### src/rtl/mem_arbiter_rr_pkg.sv
// rtl/mem_arbiter_rr_pkg.sv - shared encodings for the round-robin memory arbiter
package mem_arbiter_rr_pkg;

  localparam logic [1:0] RW_IDLE  = 2'b00;
  localparam logic [1:0] RW_READ  = 2'b01;
  localparam logic [1:0] RW_WRITE = 2'b10;

  typedef enum logic [1:0] {
    ST_IDLE  = 2'd0,
    ST_ISSUE = 2'd1,
    ST_WAIT  = 2'd2
  } arb_state_t;

  // A requester driving both bits is serviced as a write.
  function automatic logic [1:0] rw_normalize(input logic [1:0] flag);
    return flag[1] ? RW_WRITE : flag;
  endfunction

endpackage

### src/rtl/mem_arbiter_rr_pick.sv
// rtl/mem_arbiter_rr_pick.sv - round-robin pick: first requester at or after the pointer
module mem_arbiter_rr_pick #(
  parameter int NCH   = 2,
  parameter int IDX_W = 1
) (
  input  logic [NCH-1:0]   i_req,
  input  logic [IDX_W-1:0] i_ptr,
  output logic [IDX_W-1:0] o_idx,
  output logic             o_valid
);

  logic [IDX_W-1:0] w_cand;

  // Scan from farthest to nearest so the candidate closest to the pointer is written last.
  always_comb begin
    o_valid = 1'b0;
    o_idx   = '0;
    w_cand  = '0;
    for (int k = NCH - 1; k >= 0; k--) begin
      w_cand = IDX_W'((int'(i_ptr) + k) % NCH);
      if (i_req[w_cand]) begin
        o_valid = 1'b1;
        o_idx   = w_cand;
      end
    end
  end

endmodule

### src/rtl/mem_arbiter_rr.sv
// rtl/mem_arbiter_rr.sv - N-channel round-robin memory arbiter (optional watchdog: MEM_ARB_TIMEOUT_EN)
module mem_arbiter_rr
  import mem_arbiter_rr_pkg::*;
#(
  parameter int NCH         = 2,
  parameter int ADDR_W      = 32,
  parameter int DATA_W      = 32,
  parameter int TIMEOUT_CYC = 255
) (
  input  logic                      clk,
  input  logic                      rst,
  input  logic [2*NCH-1:0]          ch_rw_flag,
  input  logic [ADDR_W*NCH-1:0]     ch_addr,
  input  logic [DATA_W*NCH-1:0]     ch_wdata,
  input  logic [(DATA_W/8)*NCH-1:0] ch_wmask,
  output logic [DATA_W*NCH-1:0]     ch_rdata,
  output logic [NCH-1:0]            ch_busy,
  output logic [NCH-1:0]            ch_done,
  output logic [1:0]                mem_rw_flag,
  output logic [ADDR_W-1:0]         mem_addr,
  output logic [DATA_W-1:0]         mem_wdata,
  output logic [DATA_W/8-1:0]       mem_wmask,
  input  logic [DATA_W-1:0]         mem_rdata,
  input  logic                      mem_busy,
  input  logic                      mem_done
`ifdef MEM_ARB_TIMEOUT_EN
  ,
  output logic [NCH-1:0]            ch_err
`endif
);

  localparam int MW    = DATA_W / 8;
  localparam int IDX_W = (NCH > 1) ? $clog2(NCH) : 1;
  localparam logic [IDX_W-1:0] LAST_IDX = IDX_W'(NCH - 1);

  arb_state_t           r_state;
  arb_state_t           w_next;
  logic [IDX_W-1:0]     r_ptr;
  logic [IDX_W-1:0]     r_gnt;
  logic [1:0]           r_flag;
  logic [ADDR_W-1:0]    r_addr;
  logic [DATA_W-1:0]    r_wdata;
  logic [MW-1:0]        r_wmask;
  logic [DATA_W*NCH-1:0] r_rdata;
  logic [NCH-1:0]       r_done;

  logic [NCH-1:0]       w_req;
  logic [IDX_W-1:0]     w_pick_idx;
  logic                 w_pick_valid;
  logic [IDX_W-1:0]     w_ptr_next;
  logic                 w_mem_done;
  logic                 w_timeout;

  // Any non-idle flag counts as a request.
  always_comb begin
    w_req = '0;
    for (int i = 0; i < NCH; i++) begin
      w_req[i] = |ch_rw_flag[2*i +: 2];
    end
  end

  mem_arbiter_rr_pick #(
    .NCH   (NCH),
    .IDX_W (IDX_W)
  ) u_pick (
    .i_req   (w_req),
    .i_ptr   (r_ptr),
    .o_idx   (w_pick_idx),
    .o_valid (w_pick_valid)
  );

  assign w_ptr_next = (r_gnt == LAST_IDX) ? '0 : r_gnt + 1'b1;
  assign w_mem_done = (r_state == ST_WAIT) && mem_done;

`ifdef MEM_ARB_TIMEOUT_EN
  localparam int CNT_W = $clog2(TIMEOUT_CYC + 1);

  logic [CNT_W-1:0] r_cnt;
  logic [NCH-1:0]   r_err;

  // A real completion in the same cycle as expiry wins over the timeout.
  assign w_timeout = (r_state == ST_WAIT) && !mem_done && (r_cnt == CNT_W'(TIMEOUT_CYC - 1));

  // Watchdog counter: zero outside WAIT, counts WAIT cycles.
  always_ff @(posedge clk or negedge rst) begin
    if (!rst) begin
      r_cnt <= '0;
    end else if (r_state != ST_WAIT) begin
      r_cnt <= '0;
    end else begin
      r_cnt <= r_cnt + 1'b1;
    end
  end

  // Error pulse to the granted channel, aligned with its done pulse.
  always_ff @(posedge clk or negedge rst) begin
    if (!rst) begin
      r_err <= '0;
    end else begin
      r_err <= '0;
      if (w_timeout) r_err[r_gnt] <= 1'b1;
    end
  end

  assign ch_err = r_err;
`else
  // Without the watchdog WAIT never expires.
  assign w_timeout = (TIMEOUT_CYC < 0);
`endif

  // State register.
  always_ff @(posedge clk or negedge rst) begin
    if (!rst) r_state <= ST_IDLE;
    else      r_state <= w_next;
  end

  // Next-state logic.
  always_comb begin
    w_next = r_state;
    case (r_state)
      ST_IDLE:  if (w_pick_valid)             w_next = ST_ISSUE;
      ST_ISSUE: if (!mem_busy)                w_next = ST_WAIT;
      ST_WAIT:  if (w_mem_done || w_timeout)  w_next = ST_IDLE;
      default:                                w_next = ST_IDLE;
    endcase
  end

  // Outputs decoded from state: busy to all channels, request only while issuing.
  always_comb begin
    ch_busy     = '0;
    mem_rw_flag = RW_IDLE;
    if (r_state != ST_IDLE)  ch_busy     = '1;
    if (r_state == ST_ISSUE) mem_rw_flag = r_flag;
  end

  // Datapath: latch the winner in IDLE, return data and rotate on completion.
  always_ff @(posedge clk or negedge rst) begin
    if (!rst) begin
      r_ptr   <= '0;
      r_gnt   <= '0;
      r_flag  <= RW_IDLE;
      r_addr  <= '0;
      r_wdata <= '0;
      r_wmask <= '0;
      r_rdata <= '0;
      r_done  <= '0;
    end else begin
      r_done <= '0;
      case (r_state)
        ST_IDLE: begin
          if (w_pick_valid) begin
            r_gnt   <= w_pick_idx;
            r_flag  <= rw_normalize(ch_rw_flag[w_pick_idx*2 +: 2]);
            r_addr  <= ch_addr[w_pick_idx*ADDR_W +: ADDR_W];
            r_wdata <= ch_wdata[w_pick_idx*DATA_W +: DATA_W];
            r_wmask <= ch_wmask[w_pick_idx*MW +: MW];
          end
        end
        ST_WAIT: begin
          if (w_mem_done) begin
            if (r_flag == RW_READ) r_rdata[r_gnt*DATA_W +: DATA_W] <= mem_rdata;
            r_done[r_gnt] <= 1'b1;
            r_ptr         <= w_ptr_next;
          end else if (w_timeout) begin
            r_done[r_gnt] <= 1'b1;
            r_ptr         <= w_ptr_next;
          end
        end
        default: ;
      endcase
    end
  end

  assign mem_addr  = r_addr;
  assign mem_wdata = r_wdata;
  assign mem_wmask = r_wmask;
  assign ch_rdata  = r_rdata;
  assign ch_done   = r_done;

endmodule

### config.mk
export PLATFORM = sky130hd
export DESIGN_NAME = mem_arbiter_rr
export DESIGN_NICKNAME = d
export VERILOG_FILES = /design/src/rtl/mem_arbiter_rr_pkg.sv /design/src/rtl/mem_arbiter_rr_pick.sv /design/src/rtl/mem_arbiter_rr.sv
export SDC_FILE = /design/constraint.sdc
export NUM_CORES = 1
export LEC_CHECK = 0
export ABC_CLOCK_PERIOD_IN_PS = 2200
export BUFFER_PORTS_ARGS = -buffer_cell sky130_fd_sc_hd__buf_4
export CORE_AREA = 2 2 123 125
export CTS_CLUSTER_SIZE = 30
export DETAILED_ROUTE_END_ITERATION = 16
export DIE_AREA = 0 0 125 127
export MAX_ROUTING_LAYER = met4
export PLACE_DENSITY = 0.83
export SYNTH_ARGS = -nofsm -noshare
export SYNTH_HDL_FRONTEND = slang
export SYNTH_HIERARCHICAL = 1
export SYNTH_SLANG_ARGS = --single-unit
### constraint.sdc
create_clock -name clk -period 2.2 [get_ports clk]
set_input_delay 0.44 -clock clk [delete_from_list [all_inputs] [get_ports clk]]
set_output_delay 0.44 -clock clk [all_outputs]
set_load 0.05 [all_outputs]
==> results of run 1 <==
worst paths after layout:
check | startpoint | end | cells after the start
min reg2reg | ch_rdata[50] | ch_rdata[50] | 1
max | r_state[1] | ch_busy[1] | 2
min in group asynchronous | rst | mem_addr[30] | 2
max in group asynchronous | rst | ch_rdata[3] | 3
max reg2reg | r_state[1] | ch_rdata[19] | 4
min | mem_rdata[17] | ch_rdata[17] | 2
flip-flops by register name, summed over array words and instances, names as in the netlist:
signal / count
r_flag: 2
mem_wmask: 4
mem_wdata: 32
mem_addr: 32
ch_rdata: 64
r_gnt: 1
r_ptr: 1
ch_done: 2
r_state: 2
power groups by stage:
stage                     Clock, mW  Combinational [mW]  Sequential, mW
after floorplan                   0                2.53            8.64
after global placement            0                9.57            4.56
after detailed placement          0                9.71            4.60
after CTS                      2.63                9.72            4.59
after global routing           2.77                10.1            4.77
final                          2.59                9.65            4.59
synthesized netlist by cell type (2+ instances only):
master and count:
a21oi_1 70, and3b_2 2, buf_1 4, buf_12 3
buf_2 12, buf_6 2, clkbuf_1 11, dfrtp_1 140
inv_1 2, mux2_2 35, mux2_4 30, mux2i_1 70
nand2_1 2, nor2_1 73, nor3b_2 2, o21ai_0 2
or2_2 3
layout by cell type, fill, tap and decap left out, types with 2 or more instances in the layout:
cell	instances
a21oi_1	70
and3b_2	2
buf_12	8
buf_4	321
clkbuf_1	2
clkbuf_16	17
clkinv_2	3
clkinv_4	2
clkinvlp_4	4
dfrtp_1	140
inv_1	2
inv_6	3
mux2_2	35
mux2_4	30
mux2i_1	70
nand2_1	2
nor2_1	73
nor3b_4	2
o21ai_0	2
or2_2	3
cells by family after synthesis:
family | Yosys count | synth area share
DFF | 140 | 0.579
muxes | 135 | 0.256
and+or+nand+nor | 89 | 0.0675
AOI/OAI and AO/OA | 74 | 0.0623
buffers and inverters | 35 | 0.0354
metrics by stage:
| step | instance area (µm²) | hold slack (ns) | setup WS, ns | power [mW] |
|---|---|---|---|---|
| after floorplan | 6050 | 0.144 | 0.296 | 11.2 |
| after global placement | 8680 | 0.419 | 0.284 | 14.1 |
| after detailed placement | 8680 | 0.419 | 0.224 | 14.3 |
| after CTS | 9220 | 0.245 | 0.268 | 17.0 |
| after global routing | 9220 | 0.245 | 0.235 | 17.6 |
| final | 9220 | 0.262 | 0.293 | 16.8 |
area by class of cell:
cell class / count / area, µm²
Timing Repair Buffer: 331 / 2590
Multi-Input combinational cell: 298 / 2350
Tap cell: 184 / 230
Clock inverter: 12 / 88.8
Clock buffer: 20 / 447
Sequential cell: 140 / 3500
Fill cell: 1140 / 5200
Inverter: 2 / 7.51
routing by layer:
metal	global-route usage	vias to the layer above
met3	0.0511	20
met1	0.258	2270
met2	0.356	221
met4	0.0719	0
met5	-	-
li1	-	2280
critical path: cells and delay by family (launching register included):
family / cells / cell delay (ns)
flip-flops: 1 / 0.50
AND/OR/NAND/NOR: 1 / 0.36
buffers and inverters: 1 / 0.20
==> flow_summary.toml, run 1 <==
[power_and_ir_drop]
p_seq_frac = 0.273
p_int_mw = 8.53
clockPowerShare = 0.154
p_sw_mw = 8.29
irDropWorstVdd_v = 0.000990
p_comb_frac = 0.573
p_leak_nw = 4.74
swShare = 0.493
powerDensity_nw_per_um2 = 1820

[logic_synthesis]
syn_area_per_cell_um2 = 12.8
synth_area_leader_cell = "dfrtp_1"
syn-instance-count = 473
synth_top_area_share = 0.579
synth.yosys.warnings = 6
synthFlopType = "dfrtp_1"
ys_async_sr_fraction = 1.00
synth_area_leaders = "dfrtp_1 (58%), mux2i_1 (12%), mux2_4 (7.4%)"
synth_seq_cells = 140
syn_area_um2 = 6050
synth.net_count = 649
seq_area_frac_synth = 0.579
synth_edf_count = 0
synthDistinctLibCells = 27

[worst_hold_path]
hold_class = "in -> reg"

[clock_network]
cts-resized-gates = 0
clock_path_buffers = 2
cts_tree = "done"
cts_num_sinks = 140
clkLatencyLatePin_ns = 0.41
cts_root_buffer = "clkbuf_16"
postCtsHoldBufs = 1
postCtsSetupBuffers = 0
cts_max_level = 4
clk_pin_slew_ns = 0.06
numCtsBuffers = 17

[sta]
hold_viol_final = 0
rsz0062_at_grt = "false"
finalCriticalPeriod_ns = 1.91
fin_crit_sh = 0.867
finalSetupViolCount = 0
fmax_ghz = 0.524
tns_ns = 0
worst_slew_pin_slew_ns = 0.475
final.setup_skew_ns = 0.00867
maxSlewViolCount = 0
relSlewSlack = 0.683

[layout]
nets = 966
utilization = 0.639
drive_above_1_share = 0.542
area_growth_pct = 52.5
n_antenna_cell = 0
fin_cells = 987

[outcome]
status = "completed"

[global_routing]
antenna_found_initial = 0
first_global_vias = 4904
track_usage = 0.214
grt_max_degree = 92
grt-ovfl-total = 0
grt_pass1_wl_mm = 25.8

[drt]
wl_mm = 16.3
drtAntennaViolNets = 0
dr_wl_met3_mm = 1.10
drcViolationCount = 0
m1WireLength_mm = 6.63
first_pass_iters = 4
vias = 4791
topRoutingLayerUsed = "met4"
wl_per_cell_um = 16.5
initialDrtViolationCount = 227
routed_via_density = 4.85
wl_met2_mm = 8.31

[floorplanning]
die_height_um = 127
die_w_um = 125
start_util = 0.419
core_area_um2 = 14400
ios = 314
rows = 44
die-area_um2 = 15900

[setup_path]
crit_type = "reg -> out"
crit_chain = "or2_2 > buf_4"
worstPathArrival_ns = 1.47
max_stage_delay_ns = 0.50
startpoint_type = "flop"
crit_slowest_cell = "dfrtp_1"
end_kind = "output pin"
reg2reg_slack_ns = 0.36
worstPathMaxFanout = 9
cp.required_ns = 1.76

[place]
dp_hpwl_mm = 12.2
placed_cells = 954
port_buffers = 313
gp_congestion = 0.777

[flow_run]
max_cap_violations = 0
Note: power is estimated with default switching activity, not from simulation.
==> inputs of run 2 (changes only) <==
--- a/config.mk
+++ b/config.mk
@@ -7,12 +7,12 @@
 export LEC_CHECK = 0
 export ABC_CLOCK_PERIOD_IN_PS = 2200
 export BUFFER_PORTS_ARGS = -buffer_cell sky130_fd_sc_hd__buf_4
-export CORE_AREA = 2 2 123 125
+export CORE_ASPECT_RATIO = 0.8
+export CORE_UTILIZATION = 45
 export CTS_CLUSTER_SIZE = 30
 export DETAILED_ROUTE_END_ITERATION = 16
-export DIE_AREA = 0 0 125 127
 export MAX_ROUTING_LAYER = met4
-export PLACE_DENSITY = 0.83
+export PLACE_DENSITY = 0.88
 export SYNTH_ARGS = -nofsm -noshare
 export SYNTH_HDL_FRONTEND = slang
 export SYNTH_HIERARCHICAL = 1
==> run 2 against run 1 <==
Effect of this change: clock power up 17%; hold slack worse by 0.0093 ns; power up 2.9%; maximum frequency down 2.0%; first-iteration DRC count down 26%; cell count down 1.5%; largest cell class unchanged.
==> flow_summary.toml, run 2 (synthesis results as in run 1) <==
[outcome]
status = "completed"

[global_routing]
grt-ovfl-total = 0
antenna_found_initial = 0
grt_max_degree = 97
first_global_vias = 4934
grt_pass1_wl_mm = 25.8
track_usage = 0.250

[sta]
tns_ns = 0
fin_crit_sh = 0.884
maxSlewViolCount = 0
final.setup_skew_ns = 0.0122
relSlewSlack = 0.633
finalSetupViolCount = 0
hold_viol_final = 0
fmax_ghz = 0.514
finalCriticalPeriod_ns = 1.95
worst_slew_pin_slew_ns = 0.549
setup_slack_ns = 0.254
rsz0062_at_grt = "false"

[drt]
routed_via_density = 4.98
wl_mm = 16.6
wl_per_cell_um = 17.1
initialDrtViolationCount = 167
first_pass_iters = 4
drtAntennaViolNets = 0
vias = 4842
drcViolationCount = 0

[clock_network]
cts_max_level = 4
numCtsBuffers = 17
postCtsHoldBufs = 1
cts_tree = "done"
clock_path_buffers = 2
clk_pin_slew_ns = 0.06
cts_root_buffer = "clkbuf_16"
cts-resized-gates = 0
postCtsSetupBuffers = 0
clkLatencyLatePin_ns = 0.42
cts_num_sinks = 140

[place]
detailedPlace.worstSlack_ns = 0.139
port_buffers = 313
dpl_cell_area_um2 = 8610
gp_congestion = 0.862
dp_hpwl_mm = 12.2
placed_cells = 939

[setup_path]
cpLargestDelayFamily = "flip-flops"
max_stage_delay_ns = 0.50
crit_chain = "or2_2 > buf_4"
worstPathArrival_ns = 1.51
r2r_end = "ch_rdata[31]"
crit_type = "reg -> out"
crit_slowest_cell = "dfrtp_1"
reg2reg_depth = 4
reg2reg_slack_ns = 0.37
cp.required_ns = 1.76
critPathBufInv = 1
end_kind = "output pin"
worstPathMaxFanout = 9
reg2reg_from = "r_state[1]"
startpoint_type = "flop"

[layout]
n_antenna_cell = 0
fin_cells = 972
design_area_um2 = 9250
largest_reg_flops = 64
nFillCells = 921
regArea_um2 = 3500
final_common_cell = "buf_4"
mostFrequentLayoutCells = "buf_4 (316), dfrtp_1 (140), nor2_1 (73)"
drive_above_1_share = 0.538
area_growth_pct = 53.0
nets = 960
multi_input_area_um2 = 2350

[worst_hold_path]
worstHoldPathCells = 2
hp-start = "mem_rdata[16]"
min_delay_worst_endpoint = "ch_rdata[16]"
hold_class = "in -> reg"

[power_and_ir_drop]
p_leak_nw = 4.75
powerDensity_nw_per_um2 = 1870
irDropWorstVdd_v = 0.00111

[floorplanning]
die_w_um = 132
die-area_um2 = 13900
start_util = 0.467
core_area_um2 = 13000
die_height_um = 106
rows = 37
ios = 314

[flow_run]
max_cap_violations = 0
[run 2: cell types whose count changed in the layout (fill, tap and decap cells not counted), sizes merged]
cell      change
inv           -1
clkinv        -2
bufinv        +4
buf           -6
clkinvlp      -1
[run 2: worst max-delay path by stage]
stage	startpoint	slack, ns	end	depth (start not counted)
final	r_state[1]	0.25	ch_busy[1]	2
after global routing	r_state[1]	0.19	ch_busy[0]	2
after CTS	r_state[1]	0.24	ch_busy[1]	2
after detailed placement	ch_rw_flag[1]	0.14	mem_addr[17]	7
after global placement	ch_rw_flag[1]	0.22	mem_wdata[27]	7
after floorplan	ch_rw_flag[1]	0.30	mem_addr[19]	6
[run 2: cell type report]
class                      count  area share
clock inverter                12      0.0202
multi-input combinational    298       0.255
tap                          175      0.0237
sequential                   140       0.379
timing repair buffer         325       0.274
clock buffer                  20      0.0483
inverter                       2    0.000811
[run 2: metal layers]
layer	share of wire	GRT usage	vias to the layer above
met5	0	-	-
met2	0.53	0.426	207
met1	0.39	0.284	2335
met3	0.060	0.0659	30
li1	-	-	2270
met4	0.020	0.0955	0
[run 2: metrics by stage]
step | utilization | hold WS, ns | total power [mW]
2_1_floorplan | - | 0.144 | 11.2
3_3_place_gp | 0.664 | 0.387 | 14.0
3_5_place_dp | 0.664 | 0.390 | 14.3
4_1_cts | 0.714 | 0.237 | 17.4
5_1_grt | 0.714 | 0.238 | 18.0
6_report | 0.714 | 0.253 | 17.3
[run 2: report_power, final]
group	internal [mW]	total, mW	switching, mW
Clock	1.94	3.04	1.10
Sequential	3.84	4.62	0.779
Combinational	3.16	9.66	6.50
